<file path="src/rtl/conv3x3_mac_relu.sv">
// 3x3 convolution engine: runtime-loaded signed kernel and bias, four-stage MAC
// pipeline, then round / shift / ReLU / saturate to one unsigned pixel per window.
module conv3x3_mac_relu #(
   parameter int DATA_WIDHT   = 8,
   parameter int WEIGHT_WIDTH = 8,
   parameter int ACC_WIDTH    = 24,
   parameter int SHIFT        = 6
) (
   input  logic                           clk,
   input  logic                           rst,
   input  logic                           Load_Start,
   input  logic signed [ACC_WIDTH-1:0]    Bias_In,
   input  logic signed [WEIGHT_WIDTH-1:0] Weight_In,
   input  logic                           Weight_Valid,
   input  logic [DATA_WIDHT-1:0]          Data_In1,
   input  logic [DATA_WIDHT-1:0]          Data_In2,
   input  logic [DATA_WIDHT-1:0]          Data_In3,
   input  logic [DATA_WIDHT-1:0]          Data_In4,
   input  logic [DATA_WIDHT-1:0]          Data_In5,
   input  logic [DATA_WIDHT-1:0]          Data_In6,
   input  logic [DATA_WIDHT-1:0]          Data_In7,
   input  logic [DATA_WIDHT-1:0]          Data_In8,
   input  logic [DATA_WIDHT-1:0]          Data_In9,
   input  logic                           Valid_In,
   output logic [DATA_WIDHT-1:0]          Data_Out,
   output logic                           Valid_Out,
   output logic                           Weights_Ready,
   output logic                           Drop_Err
);
   localparam int PW = WEIGHT_WIDTH + DATA_WIDHT + 1;
   localparam logic signed [ACC_WIDTH-1:0] RND     = ACC_WIDTH'((2 ** SHIFT) / 2);
   localparam logic signed [ACC_WIDTH-1:0] PIX_MAX = ACC_WIDTH'((2 ** DATA_WIDHT) - 1);

   typedef enum logic [1:0] {EMPTY, LOAD, READY} state_t;

   state_t                         state_q;
   logic [3:0]                     cnt_q;
   logic signed [WEIGHT_WIDTH-1:0] w_q [9];
   logic signed [ACC_WIDTH-1:0]    bias_q;
   logic                           rdy_q;
   logic                           drop_q;

   logic [DATA_WIDHT-1:0]          pix [9];
   logic signed [PW-1:0]           prod_d [9];
   logic                           accept;

   logic signed [PW-1:0]           prod_p1 [9];
   logic signed [ACC_WIDTH-1:0]    bias_p1, bias_p2;
   logic signed [ACC_WIDTH-1:0]    psum_p2 [3];
   logic signed [ACC_WIDTH-1:0]    sum_p3;
   logic                           vld_p1, vld_p2, vld_p3;
   logic [DATA_WIDHT-1:0]          data_q;
   logic                           valid_q;

   function automatic logic signed [ACC_WIDTH-1:0] sext(input logic signed [PW-1:0] p);
      return ACC_WIDTH'(p);
   endfunction

   function automatic logic [DATA_WIDHT-1:0] requant(input logic signed [ACC_WIDTH-1:0] s);
      logic signed [ACC_WIDTH-1:0] r;
      r = (s + RND) >>> SHIFT;
      if (r[ACC_WIDTH-1])  return '0;
      else if (r > PIX_MAX) return '1;
      else                  return r[DATA_WIDHT-1:0];
   endfunction

   always_comb begin
      pix[0] = Data_In1; pix[1] = Data_In2; pix[2] = Data_In3;
      pix[3] = Data_In4; pix[4] = Data_In5; pix[5] = Data_In6;
      pix[6] = Data_In7; pix[7] = Data_In8; pix[8] = Data_In9;
      for (int k = 0; k < 9; k++)
         prod_d[k] = PW'(w_q[k]) * PW'($signed({1'b0, pix[k]}));
   end

   assign accept = Valid_In && (state_q == READY);

   // Kernel load FSM; Load_Start takes priority over any weight beat in the same cycle
   always_ff @(posedge clk) begin
      if (rst) begin
         state_q <= EMPTY;
         cnt_q   <= '0;
         bias_q  <= '0;
         rdy_q   <= 1'b0;
         drop_q  <= 1'b0;
         for (int k = 0; k < 9; k++) w_q[k] <= '0;
      end else begin
         if (Valid_In && state_q != READY) drop_q <= 1'b1;
         if (Load_Start) begin
            state_q <= LOAD;
            cnt_q   <= '0;
            bias_q  <= Bias_In;
            rdy_q   <= 1'b0;
         end else if (state_q == LOAD && Weight_Valid) begin
            w_q[cnt_q] <= Weight_In;
            if (cnt_q == 4'd8) begin
               state_q <= READY;
               rdy_q   <= 1'b1;
            end else begin
               cnt_q <= cnt_q + 4'd1;
            end
         end
      end
   end

   // Valid chain and output register
   always_ff @(posedge clk) begin
      if (rst) begin
         vld_p1  <= 1'b0;
         vld_p2  <= 1'b0;
         vld_p3  <= 1'b0;
         valid_q <= 1'b0;
         data_q  <= '0;
      end else begin
         vld_p1  <= accept;
         vld_p2  <= vld_p1;
         vld_p3  <= vld_p2;
         valid_q <= vld_p3;
         if (vld_p3) data_q <= requant(sum_p3);
      end
   end

   // Datapath; bias travels with the window so a reload never corrupts in-flight work
   always_ff @(posedge clk) begin
      // stage 1: products
      if (accept) begin
         prod_p1 <= prod_d;
         bias_p1 <= bias_q;
      end
      // stage 2: row partial sums
      if (vld_p1) begin
         for (int j = 0; j < 3; j++)
            psum_p2[j] <= sext(prod_p1[3*j]) + sext(prod_p1[3*j+1]) + sext(prod_p1[3*j+2]);
         bias_p2 <= bias_p1;
      end
      // stage 3: final sum plus bias
      if (vld_p2) sum_p3 <= psum_p2[0] + psum_p2[1] + psum_p2[2] + bias_p2;
   end

   assign Data_Out      = data_q;
   assign Valid_Out     = valid_q;
   assign Weights_Ready = rdy_q;
   assign Drop_Err      = drop_q;
endmodule
</file>
<file path="config.mk">
export PLATFORM = sky130hd
export DESIGN_NAME = conv3x3_mac_relu
export DESIGN_NICKNAME = d
export VERILOG_FILES = /design/src/rtl/conv3x3_mac_relu.sv
export SDC_FILE = /design/constraint.sdc
export NUM_CORES = 2
export LEC_CHECK = 0
export BUFFER_PORTS_ARGS = -buffer_cell sky130_fd_sc_hd__clkbuf_2
export CORE_ASPECT_RATIO = 0.9
export CORE_MARGIN = 8
export CORE_UTILIZATION = 65
export DETAILED_ROUTE_END_ITERATION = 16
export PLACE_DENSITY = 0.83
export SLEW_MARGIN = 20
export SYNTH_ARGS = -nofsm -noshare
export SYNTH_HDL_FRONTEND = slang
export SYNTH_SLANG_ARGS = --single-unit
</file>
<file path="constraint.sdc">
create_clock -name clk -period 20 [get_ports clk]
set_clock_uncertainty 0.2 [all_clocks]
set_input_delay 3 -clock clk [delete_from_list [all_inputs] [get_ports clk]]
set_output_delay 3 -clock clk [all_outputs]
set_load 0.02 [all_outputs]
</file>
==> impl_metrics.csv <==
group,metric,value,unit
run_status,status,"complete, no violations",
global_routing,grt_antenna_before_repair,5,
global_routing,grt_pass1_wl,129400,microns
synth,yosysUniqueCellTypes,63,
finish,stdcell_count,4373,
floorplan,die_h,243.4,microns
synth,netlist_top_cells_area,"edfxtp_1 28%, fa_1 23%, ha_1 16%",
clock_tree,cts_tree,"built",
clock_tree,numCtsBuffers,42,
routing,vias_per_cell,5.605,
routing,wire_per_inst,18.07,microns
routing,num_vias,24510,
routing,drtIter0Drc,1356,
worst_setup_path,rr_worst_depth,16,
synth,yosys_warnings,0,
synth,synthCells,3425,
synth,synth_edf_count,349,
timing,finalSetupViolations,0,
worst_setup_path,critical_path.max_fanout,8,
synth,synth-xor-area-share,4.153,%
placed_design,dp_cells,4296,
routing,postRouteAntennaNets,0,
synth,synth_mux_area_share,0.6703,%
timing,holdWs,216.9,ps
power_and_ir_drop,p_leak,19.02,nW
hold_path,hold_path_class,"register to register",
clock_tree,cts_resized,0,
synth,yosysTopAreaCellShare,28.07,%
hold_path,min_path_cells,0,
finish,layout-drive-gt1-share,6.073,%
worst_setup_path,reg2reg_to,"prod_p1[67]$_DFFE_PP_",
global_routing,grt_start_max_net_pins,83,
timing,period_needed,7049,ps
global_routing,grt_usage,24.80,%
synth,yosys_most_used_dff,"edfxtp_1",
clock_tree,ctsRootBufferMaster,"clkbuf_16",
floorplan,coreArea,56910,sq um
synth,synthAdderAreaFrac,38.72,%
synth,netlist_area,37330,sq um
flow_run,drv_cap,0,
placed_design,numPortBuffers,119,
worst_setup_path,cp_data_required_time,20120,ps
clock_tree,cts.clk_slew.worst_paths,60,ps
timing,hold_viol_final,0,
synth,ys_ff_latch,392,
hold_path,hold_path_end,"bias_p2[5]$_DFFE_PP_",
worst_setup_path,ff2ff_setup_slack,14940,ps
timing,period_share,35.24,%
placed_design,dp_hpwl,62200,microns
floorplan,die-width,268.6,microns
floorplan,io_pins,120,
routing,wirelength,79030,microns
clock_tree,postCtsSetupRepairBufs,0,
finish,fin_nets,4580,
routing,drcViolationCount,0,
synth,synth_area_per_cell,10.90,sq um
synth,yosysTopAreaCell,"edfxtp_1",
finish,final_common_cell,"inv_1",
timing,finalSetupTns,0,ps
clock_tree,cts_hold_buffers,0,
clock_tree,cts.sinks,392,
timing,rsz0062_at_grt,"no",
timing,finalMaxSlewViolations,0,
routing,dr.pass1.iters,5,
timing,slew_headroom,27.22,%
worst_setup_path,r2r_start,"w_q[5][7]$_SDFFCE_PN0P_",
placed_design,gp_congestion,0.8976,
worst_setup_path,crit_arrival,7160,ps
clock_tree,insertion_delay,570,ps
worst_setup_path,criticalPathCategory,"input pin to register",
worst_setup_path,end_kind,"register",
global_routing,grt-ovfl-total,0,
synth,synth_top_family_by_area,"adder cells",
synth,ys_seq_area_share,30.38,%
floorplan,initial_core_util,65.60,%
floorplan,fp.dieArea,65370,sq um
global_routing,grt_pass1_vias,25520,
finish,layout_common_cells,"587 x inv_1, 464 x ha_1, 432 x fa_1",
floorplan,row_count,83,
synth,synth-simple-area-share,14.59,%
worst_setup_path,worstSetupStartpointType,"input pin",
power_and_ir_drop,ir_drop,53.89,uV
hold_path,holdCritStartpoint,"bias_p1[5]$_DFFE_PP_",
synth,syn-num-nets,4430,
power_and_ir_drop,cellPowerDensity,61.50,nW/um^2
timing,fmax,141.9,MHz
timing,worst_pin_slew,1092,ps
synth,synth-compound-area-share,5.386,%
clock_tree,clockBufferDepth,3,
synth,ys_async_sr_fraction,0,%
finish,syn_to_final_growth,8.047,%
clock_tree,cts_htree_levels,2,
## how the worst max path moves through the flow
stage | from | to | slack, ps | cells past startpoint
floorplan | Valid_In | bias_p1[0]$_DFFE_PP_ | 8750 | 2
global placement | Data_In5[4] | prod_p1[84]$_DFFE_PP_ | 12490 | 20
detailed placement | Data_In5[4] | prod_p1[84]$_DFFE_PP_ | 12400 | 20
CTS | Data_In5[4] | prod_p1[84]$_DFFE_PP_ | 12970 | 20
global route | Data_In5[4] | prod_p1[84]$_DFFE_PP_ | 12600 | 20
finish | Data_In5[4] | prod_p1[84]$_DFFE_PP_ | 12950 | 20
## through the flow
stage / total power, mW / area [sq um] / setup WS [ps] / util [%]
final: 2.481 / 40340 / 12950 / 70.88
after global routing: 2.629 / 40330 / 12600 / 70.87
after CTS: 2.497 / 40330 / 12970 / 70.87
after detailed placement: 1.671 / 38890 / 12400 / 68.33
after global placement: 1.649 / 38890 / 12490 / 68.33
after floorplan: 1.498 / 37330 / 8750 / -
## layout make-up
class | instances | area [sq um]
multi-input combinational | 2426 | 23730
fill | 4077 | 16570
sequential | 392 | 11340
inverter | 587 | 2203
clock buffer | 51 | 1146
tap | 765 | 957.2
timing repair buffer | 126 | 648.1
clock inverter | 24 | 297.8
antenna | 2 | 5.005
## layer usage
metal	share of wire [%]	global-route usage [%]	vias up
li1	-	-	11530
met1	42	32.92	12090
met2	47	40.85	721
met3	6.4	3.847	174
met4	4.1	9.636	2
met5	0.014	0	-
## flip-flops by register name, summed over array words and instances (netlist names)
register / cells
sum_p3: 19
bias_p2: 24
cnt_q: 4
bias_q: 24
prod_p1: 153
state_q: 1
Weights_Ready: 1
bias_p1: 24
w_q: 72
Drop_Err: 1
Valid_Out: 1
psum_p2: 57
vld_p2: 1
Data_Out: 8
vld_p3: 1
vld_p1: 1
## critical path: stages
cell	delay [ps]
clkbuf_2	140
and2_1	180
ha_1	280
inv_1	50
fa_1	490
inv_1	40
ha_1	270
inv_1	50
fa_1	480
inv_1	50
ha_1	210
fa_1	470
a21o_1	170
a21oi_1	190
o21ai_0	110
a21o_1	200
a21oi_1	190
o21ai_0	150
o41ai_1	340
xnor2_1	100
## synth_stat cells, types with 41 or more instances
cell / count
inv_1: 587
dfxtp_1: 43
nor2_1: 162
and3_1: 77
o21ai_0: 49
and2_1: 378
edfxtp_1: 349
nand2_1: 210
ha_1: 464
nand2b_1: 41
fa_1: 432
xnor2_1: 139
a21oi_1: 96
## where the power goes
part / switching (mW) / internal (mW)
clock network: 0.330 / 0.488
registers: 0.0150 / 0.933
logic: 0.400 / 0.314
## cell families (layout without fill, tap and decap cells)
logic type / Yosys count / count (layout)
AND/OR/NAND/NOR: 1025 / 1025
adder cells (fa/ha/maj): 896 / 896
buffers and inverters: 607 / 788
flip-flops: 392 / 392
AO/OA/AOI/OAI: 303 / 303
XOR/XNOR: 177 / 177
multiplexers: 25 / 25
other: 0 / 2
(Power assumes the default switching activity.)
